`src/rtl/auto_mov_seq_if.sv`:
```
// ============================================================================
// Module      : auto_mov_seq_if
// Description : Command/status bundle between a pose source and auto_mov_seq.
// Revision    : 1.0
// ============================================================================
`default_nettype none

interface auto_mov_seq_if #(
    parameter int N_CH  = 5,
    parameter int POS_W = 8
);
    logic                    sw;
    logic                    serial;
    logic [N_CH*POS_W-1:0]   pos;
    logic [2*N_CH-1:0]       btn;
    logic [N_CH*POS_W-1:0]   cur;
    logic                    busy;
    logic                    done;

    modport master (output sw, serial, pos, input  btn, cur, busy, done);
    modport slave  (input  sw, serial, pos, output btn, cur, busy, done);
endinterface

`default_nettype wire

```
`src/rtl/auto_mov_seq.sv`:
```
// ============================================================================
// Module      : auto_mov_seq
// Description : Paced per-joint move sequencer emitting up/down button pulses.
//               Optional target clamping enabled by the MOV_LIMIT_EN macro.
// Revision    : 1.0
// ============================================================================
`default_nettype none

module auto_mov_seq #(
    parameter int               N_CH     = 5,
    parameter int               POS_W    = 8,
    parameter int               STEP_DIV = 4,
    parameter logic [POS_W-1:0] HOME     = 8'h40,
    parameter logic [POS_W-1:0] MIN_POS  = '0,
    parameter logic [POS_W-1:0] MAX_POS  = '1
) (
    input  wire logic          clk,
    input  wire logic          rst_n,
    auto_mov_seq_if.slave      bus
);

    localparam int c_CNT_W = (STEP_DIV > 1) ? $clog2(STEP_DIV) : 1;
    localparam int c_IDX_W = (N_CH > 1) ? $clog2(N_CH) : 1;
    localparam logic [c_CNT_W-1:0] c_CNT_RELOAD = c_CNT_W'(STEP_DIV - 1);
    localparam logic [c_IDX_W-1:0] c_IDX_LAST   = c_IDX_W'(N_CH - 1);

    typedef enum logic [2:0] {
        S_IDLE = 3'd0,
        S_LOAD = 3'd1,
        S_WAIT = 3'd2,
        S_STEP = 3'd3,
        S_DONE = 3'd4
    } state_t;

    state_t               r_state;
    state_t               w_state_nxt;
    logic [c_CNT_W-1:0]   r_cnt;
    logic [c_IDX_W-1:0]   r_ch_idx;
    logic                 r_serial;
    logic [POS_W-1:0]     r_tgt [N_CH];
    logic [POS_W-1:0]     r_cur [N_CH];
    logic [2*N_CH-1:0]    r_btn;
    logic [POS_W-1:0]     w_tgt_in [N_CH];
    logic [N_CH-1:0]      w_move;
    logic                 w_any_move;

    generate
        for (genvar i = 0; i < N_CH; i++) begin : g_ch
            logic [POS_W-1:0] w_pos;
            assign w_pos = bus.pos[i*POS_W +: POS_W];
`ifdef MOV_LIMIT_EN
            assign w_tgt_in[i] = (int'(w_pos) < int'(MIN_POS)) ? MIN_POS :
                                 (int'(w_pos) > int'(MAX_POS)) ? MAX_POS : w_pos;
`else
            assign w_tgt_in[i] = w_pos;
`endif
            // A channel participates when it is off target and in the active set
            assign w_move[i] = (r_cur[i] != r_tgt[i]) &&
                               (!r_serial || (r_ch_idx == c_IDX_W'(i)));
            assign bus.cur[i*POS_W +: POS_W] = r_cur[i];
        end : g_ch
    endgenerate

`ifndef MOV_LIMIT_EN
    logic w_unused_lim;
    assign w_unused_lim = ^{MIN_POS, MAX_POS};
`endif

    assign w_any_move = |w_move;
    assign bus.btn    = r_btn;
    assign bus.busy   = (r_state == S_LOAD) || (r_state == S_WAIT) || (r_state == S_STEP);
    assign bus.done   = (r_state == S_DONE);

    always_ff @(posedge clk) begin
        if (!rst_n) begin
            r_state <= S_IDLE;
        end else begin
            r_state <= w_state_nxt;
        end
    end

    always_comb begin
        w_state_nxt = r_state;
        case (r_state)
            S_IDLE: if (bus.sw) w_state_nxt = S_LOAD;
            S_LOAD: w_state_nxt = bus.sw ? S_WAIT : S_IDLE;
            S_WAIT: begin
                if (!bus.sw)            w_state_nxt = S_IDLE;
                else if (r_cnt == '0)   w_state_nxt = S_STEP;
            end
            S_STEP: begin
                if (!bus.sw)                                 w_state_nxt = S_IDLE;
                else if (w_any_move)                         w_state_nxt = S_WAIT;
                else if (r_serial && (r_ch_idx != c_IDX_LAST)) w_state_nxt = S_STEP;
                else                                         w_state_nxt = S_DONE;
            end
            S_DONE: if (!bus.sw) w_state_nxt = S_IDLE;
            default: w_state_nxt = S_IDLE;
        endcase
    end

    // Datapath: pulses last one cycle; an abort edge never issues a pulse
    always_ff @(posedge clk) begin
        if (!rst_n) begin
            r_cnt    <= '0;
            r_ch_idx <= '0;
            r_serial <= 1'b0;
            r_btn    <= '0;
            for (int i = 0; i < N_CH; i++) begin
                r_cur[i] <= HOME;
                r_tgt[i] <= HOME;
            end
        end else begin
            r_btn <= '0;
            case (r_state)
                S_LOAD: begin
                    if (bus.sw) begin
                        r_tgt    <= w_tgt_in;
                        r_serial <= bus.serial;
                        r_ch_idx <= '0;
                        r_cnt    <= c_CNT_RELOAD;
                    end
                end
                S_WAIT: begin
                    if (bus.sw && (r_cnt != '0)) r_cnt <= r_cnt - 1'b1;
                end
                S_STEP: begin
                    if (bus.sw) begin
                        if (w_any_move) begin
                            for (int i = 0; i < N_CH; i++) begin
                                if (w_move[i]) begin
                                    if (r_cur[i] < r_tgt[i]) begin
                                        r_cur[i]     <= r_cur[i] + 1'b1;
                                        r_btn[2*i]   <= 1'b1;
                                    end else begin
                                        r_cur[i]     <= r_cur[i] - 1'b1;
                                        r_btn[2*i+1] <= 1'b1;
                                    end
                                end
                            end
                            r_cnt <= c_CNT_RELOAD;
                        end else if (r_serial && (r_ch_idx != c_IDX_LAST)) begin
                            r_ch_idx <= r_ch_idx + 1'b1;
                        end
                    end
                end
                default: ;
            endcase
        end
    end

endmodule

`default_nettype wire
```
`src/flat_wrapper.sv`:
```
// flat-port wrapper written by rule: the top's interface ports become plain ports
module auto_mov_seq_flat 
#(
    parameter int               N_CH     = 5,
    parameter int               POS_W    = 8,
    parameter int               STEP_DIV = 4,
    parameter logic [POS_W-1:0] HOME     = 8'h40,
    parameter logic [POS_W-1:0] MIN_POS  = '0,
    parameter logic [POS_W-1:0] MAX_POS  = '1
)
  (clk, rst_n, bus_sw, bus_serial, bus_pos, bus_btn, bus_cur, bus_busy, bus_done);
  auto_mov_seq_if #(.N_CH(N_CH), .POS_W(POS_W)) bus_i ();
  input  wire logic clk;
  input  wire logic rst_n;
  input wire logic [$bits(bus_i.sw)-1:0] bus_sw;
  input wire logic [$bits(bus_i.serial)-1:0] bus_serial;
  input wire logic [$bits(bus_i.pos)-1:0] bus_pos;
  output wire logic [$bits(bus_i.btn)-1:0] bus_btn;
  output wire logic [$bits(bus_i.cur)-1:0] bus_cur;
  output wire logic [$bits(bus_i.busy)-1:0] bus_busy;
  output wire logic [$bits(bus_i.done)-1:0] bus_done;
  assign bus_i.sw = bus_sw;
  assign bus_i.serial = bus_serial;
  assign bus_i.pos = bus_pos;
  assign bus_btn = bus_i.btn;
  assign bus_cur = bus_i.cur;
  assign bus_busy = bus_i.busy;
  assign bus_done = bus_i.done;
  auto_mov_seq #(.N_CH(N_CH), .POS_W(POS_W), .STEP_DIV(STEP_DIV), .HOME(HOME), .MIN_POS(MIN_POS), .MAX_POS(MAX_POS)) u_core (.clk(clk), .rst_n(rst_n), .bus(bus_i));
endmodule
```
`config.mk`:
```
export PLATFORM = sky130hd
export DESIGN_NAME = auto_mov_seq_flat
export DESIGN_NICKNAME = d
export VERILOG_FILES = /design/src/rtl/auto_mov_seq_if.sv /design/src/rtl/auto_mov_seq.sv /design/src/flat_wrapper.sv
export SDC_FILE = /design/constraint.sdc
export NUM_CORES = 1
export LEC_CHECK = 0
export CELL_PAD_IN_SITES_DETAIL_PLACEMENT = 0
export CELL_PAD_IN_SITES_GLOBAL_PLACEMENT = 2
export CORE_MARGIN = 2
export CORE_UTILIZATION = 37
export CTS_BUF_LIST = sky130_fd_sc_hd__clkbuf_4 sky130_fd_sc_hd__clkbuf_8
export CTS_CLUSTER_DIAMETER = 60
export DETAILED_ROUTE_END_ITERATION = 6
export GPL_TIMING_DRIVEN = 0
export PLACE_DENSITY_LB_ADDON = 0.2
export SLEW_MARGIN = 10
export SYNTH_ARGS = -nofsm -noshare
export SYNTH_HDL_FRONTEND = slang
export SYNTH_SLANG_ARGS = --single-unit
export TNS_END_PERCENT = 10
```
`constraint.sdc`:
```
create_clock -name clk -period 9.25 [get_ports clk]
set_input_delay 1.85 -clock clk [delete_from_list [all_inputs] [get_ports clk]]
set_output_delay 1.85 -clock clk [all_outputs]
set_load 0.05 [all_outputs]
```
==> results.ini <==
[status]
status=finished, final reports clean

[clocking]
ctsRootBufferMaster=clkbuf_8
cts_resized=0
postCtsHoldBufs=0
tritoncts=yes
cts_setup_buffers=0
cts_max_level=3
cts_buffers=9
clkTransAtPathRegs_ps=90
cts.path.max_buffers=2
clock-sinks=99
insertion_delay_ps=380

[grt]
grt_pass1_wl_mm=25.1
grt_pass1_vias=4816
track_usage_pct=18.4
antenna_found_initial=1
grt-ovfl-total=0
grt_max_degree=17

[sta]
period_minus_slack_ps=5080
worstMarginPinSlew_ps=1040
rsz0062_at_grt=no
final_hold_viol_count=0
clock_skew_ps=10.5
setup_violations=0
worst_slack_ps=4170
worst_hold_slack_ps=471
slew_viol_final=0
max_slew_margin_pct=29.8
fmax_mhz=197
fin_setup_tns_ps=0
min_period_over_period_pct=54.9

[setup_path]
critPathKind=in -> reg
cp_cell_sequence=clkdlybuf4s50_1 > nand3b_4 > nor2_1 > nand2_1 > a21oi_1 > ha_1 > a21oi_1 > o211ai_1 > o21ai_0 > nand2b_1 > a21oi_1 > xnor2_1 > nor2_1
endpoint=u_core.r_cur[0][7]
ff2ff_path_depth=13
required_ps=9360
arrival_ps=5190
crit_path_start=bus_sw
cp_num_cells=13
worstSetupEndpointType=flip-flop
slowest_delay_ps=650
timing.rr.start=u_core.r_cur[3][7]
cpMostUsedCell=a21oi_1
r2r-end=u_core.r_cur[3][7]
reg2reg_slack_ps=5480
cp_num_buf_inv=1
cpMaxStageDelayCell=a21oi_1
critPathTopFamily=compound AO/OA/AOI/OAI gates
critPathLaunchType=input pin
critPathMaxFanout=8

[final_layout]
syn_to_final_growth_pct=23.6
final_common_cell=nand2_1
finalNetCount=886
antennaDiodeCount=0
drive_above_1_share_pct=3.37
final_cell_mix=nand2_1, clkdlybuf4s50_1, ha_1

[yosys]
yosysWarningCount=0
syn_nets=781
synth_ff_type=dfxtp_1
synthesis.area_um2=5980
synth_edf_count=40
syn_avg_cell_area_um2=9.05
ys_ff_latch=99
syn-instance-count=661
ys_types=47
seq_area_frac_synth_pct=39.8
synthArstFlopShare_pct=0

[power]
powerDensity_nw_per_um2=124
power_leakage_uw=0.00286
ir_worst_vdd_v=0.0000822
power.total_uw=915

[floorplan]
rows=46
fp.dieW_um=131
io_pins=96
initial_core_util_pct=37.8
core_um2=15800
fp.dieArea_um2=17200
die_y_um=131

[route]
postRouteAntennaNets=0
drc=0
wire_per_inst_um=15.6
drtPass1Iterations=4
wl_mm=15.4
dr.first_iter.drc_count=243
vias_per_cell=4.90
vias=4835

[placed_design]
io_buffer_count=94
dp_hpwl_mm=11.8
post-place-ws_ps=3760
gp_congestion=0.822

[flow_run]
drv_cap=0

[min_path]
hold_path_class=reg -> reg

==> through the flow <==
step | cells | cell area [µm²] | utilization [%]
after detailed placement | 971 | 7190 | 45.4
after global placement | 971 | 7190 | 45.4
after global routing | 987 | 7390 | 46.7
after CTS | 987 | 7390 | 46.7
final | 987 | 7390 | 46.7
after floorplan | 661 | 5980 | -
==> state kept, by name (all words and copies together) (netlist names) <==
name,cells
u_core.r_tgt,40
u_core.r_state,3
u_core.r_cur,40
u_core.r_ch_idx,3
u_core.r_serial,1
u_core.bus.btn,10
u_core.r_cnt,2
==> layer usage <==
layer	routed length (µm)	part of all wire [%]	up-vias	track usage (%)
li1	-	-	2499	-
met5	0	0	-	0
met3	567	3.7	14	3.70
met1	7570	49	2227	24.6
met2	7010	46	95	29.9
met4	224	1.5	0	5.62
==> synthesized netlist by cell type, drive strengths merged (5+ instances only) <==
master	count	area (µm²)
a21oi	42	210
a21boi	38	285
nor2	37	141
ha	72	901
nand3	19	95.1
nor2b	14	87.6
clkbuf	17	65.1
nand4	10	62.6
xor2	5	43.8
nand2	111	417
o21ai	12	60.1
inv	57	214
o21bai	7	52.6
nor3	13	65.1
xnor2	19	166
edfxtp	40	1200
dfxtp	59	1180
nand2b	14	87.6
o211ai	14	105
a21o	13	97.6
==> where the power goes <==
group / switching [µW] / internal, µW / total [µW]
sequential: 12.9 / 466 / 479
combinational: 79.0 / 60.5 / 140
clock: 157 / 139 / 296
==> layout make-up <==
class / instances / area (µm²)
inverter: 57 / 214
multi-input combinational: 484 / 3280
clock buffer: 12 / 153
sequential: 99 / 2380
fill: 1560 / 8430
tap: 216 / 270
timing repair buffer: 94 / 941
buffer: 21 / 103
clock inverter: 4 / 50.0
==> worst min-delay path by stage <==
stage	startpoint	endpoint	slack, ps	cells past startpoint
floorplan	u_core.r_tgt[10]	u_core.r_tgt[10]	440	2
finish	u_core.r_tgt[2]	u_core.r_tgt[2]	470	2
CTS	u_core.r_tgt[2]	u_core.r_tgt[2]	470	2
global route	u_core.r_tgt[27]	u_core.r_tgt[27]	490	2
detailed placement	u_core.r_tgt[2]	u_core.r_tgt[2]	460	2
global placement	u_core.r_tgt[5]	u_core.r_tgt[5]	450	2
==> kinds of logic (layout without fill, tap and decap cells) <==
| family | after synthesis | after routing | share of synthesized area [%] |
|---|---|---|---|
| adders and majority gates | 76 | 76 | 16.4 |
| and+or+nand+nor | 238 | 238 | 18.5 |
| xor gates and xnor gates | 24 | 24 | 3.51 |
| DFF | 99 | 99 | 39.8 |
| muxes | 4 | 4 | 0.669 |
| AOI/OAI and AO/OA | 142 | 142 | 15.8 |
| buffers and inverters | 78 | 188 | 5.29 |
==> tightest hold or removal path, stage by stage, from the launching register on <==
cell,delay [ps]
dfxtp_1,320
nand2_1,50
a21boi_0,60
No activity file was read; power rests on OpenSTA's default activity.
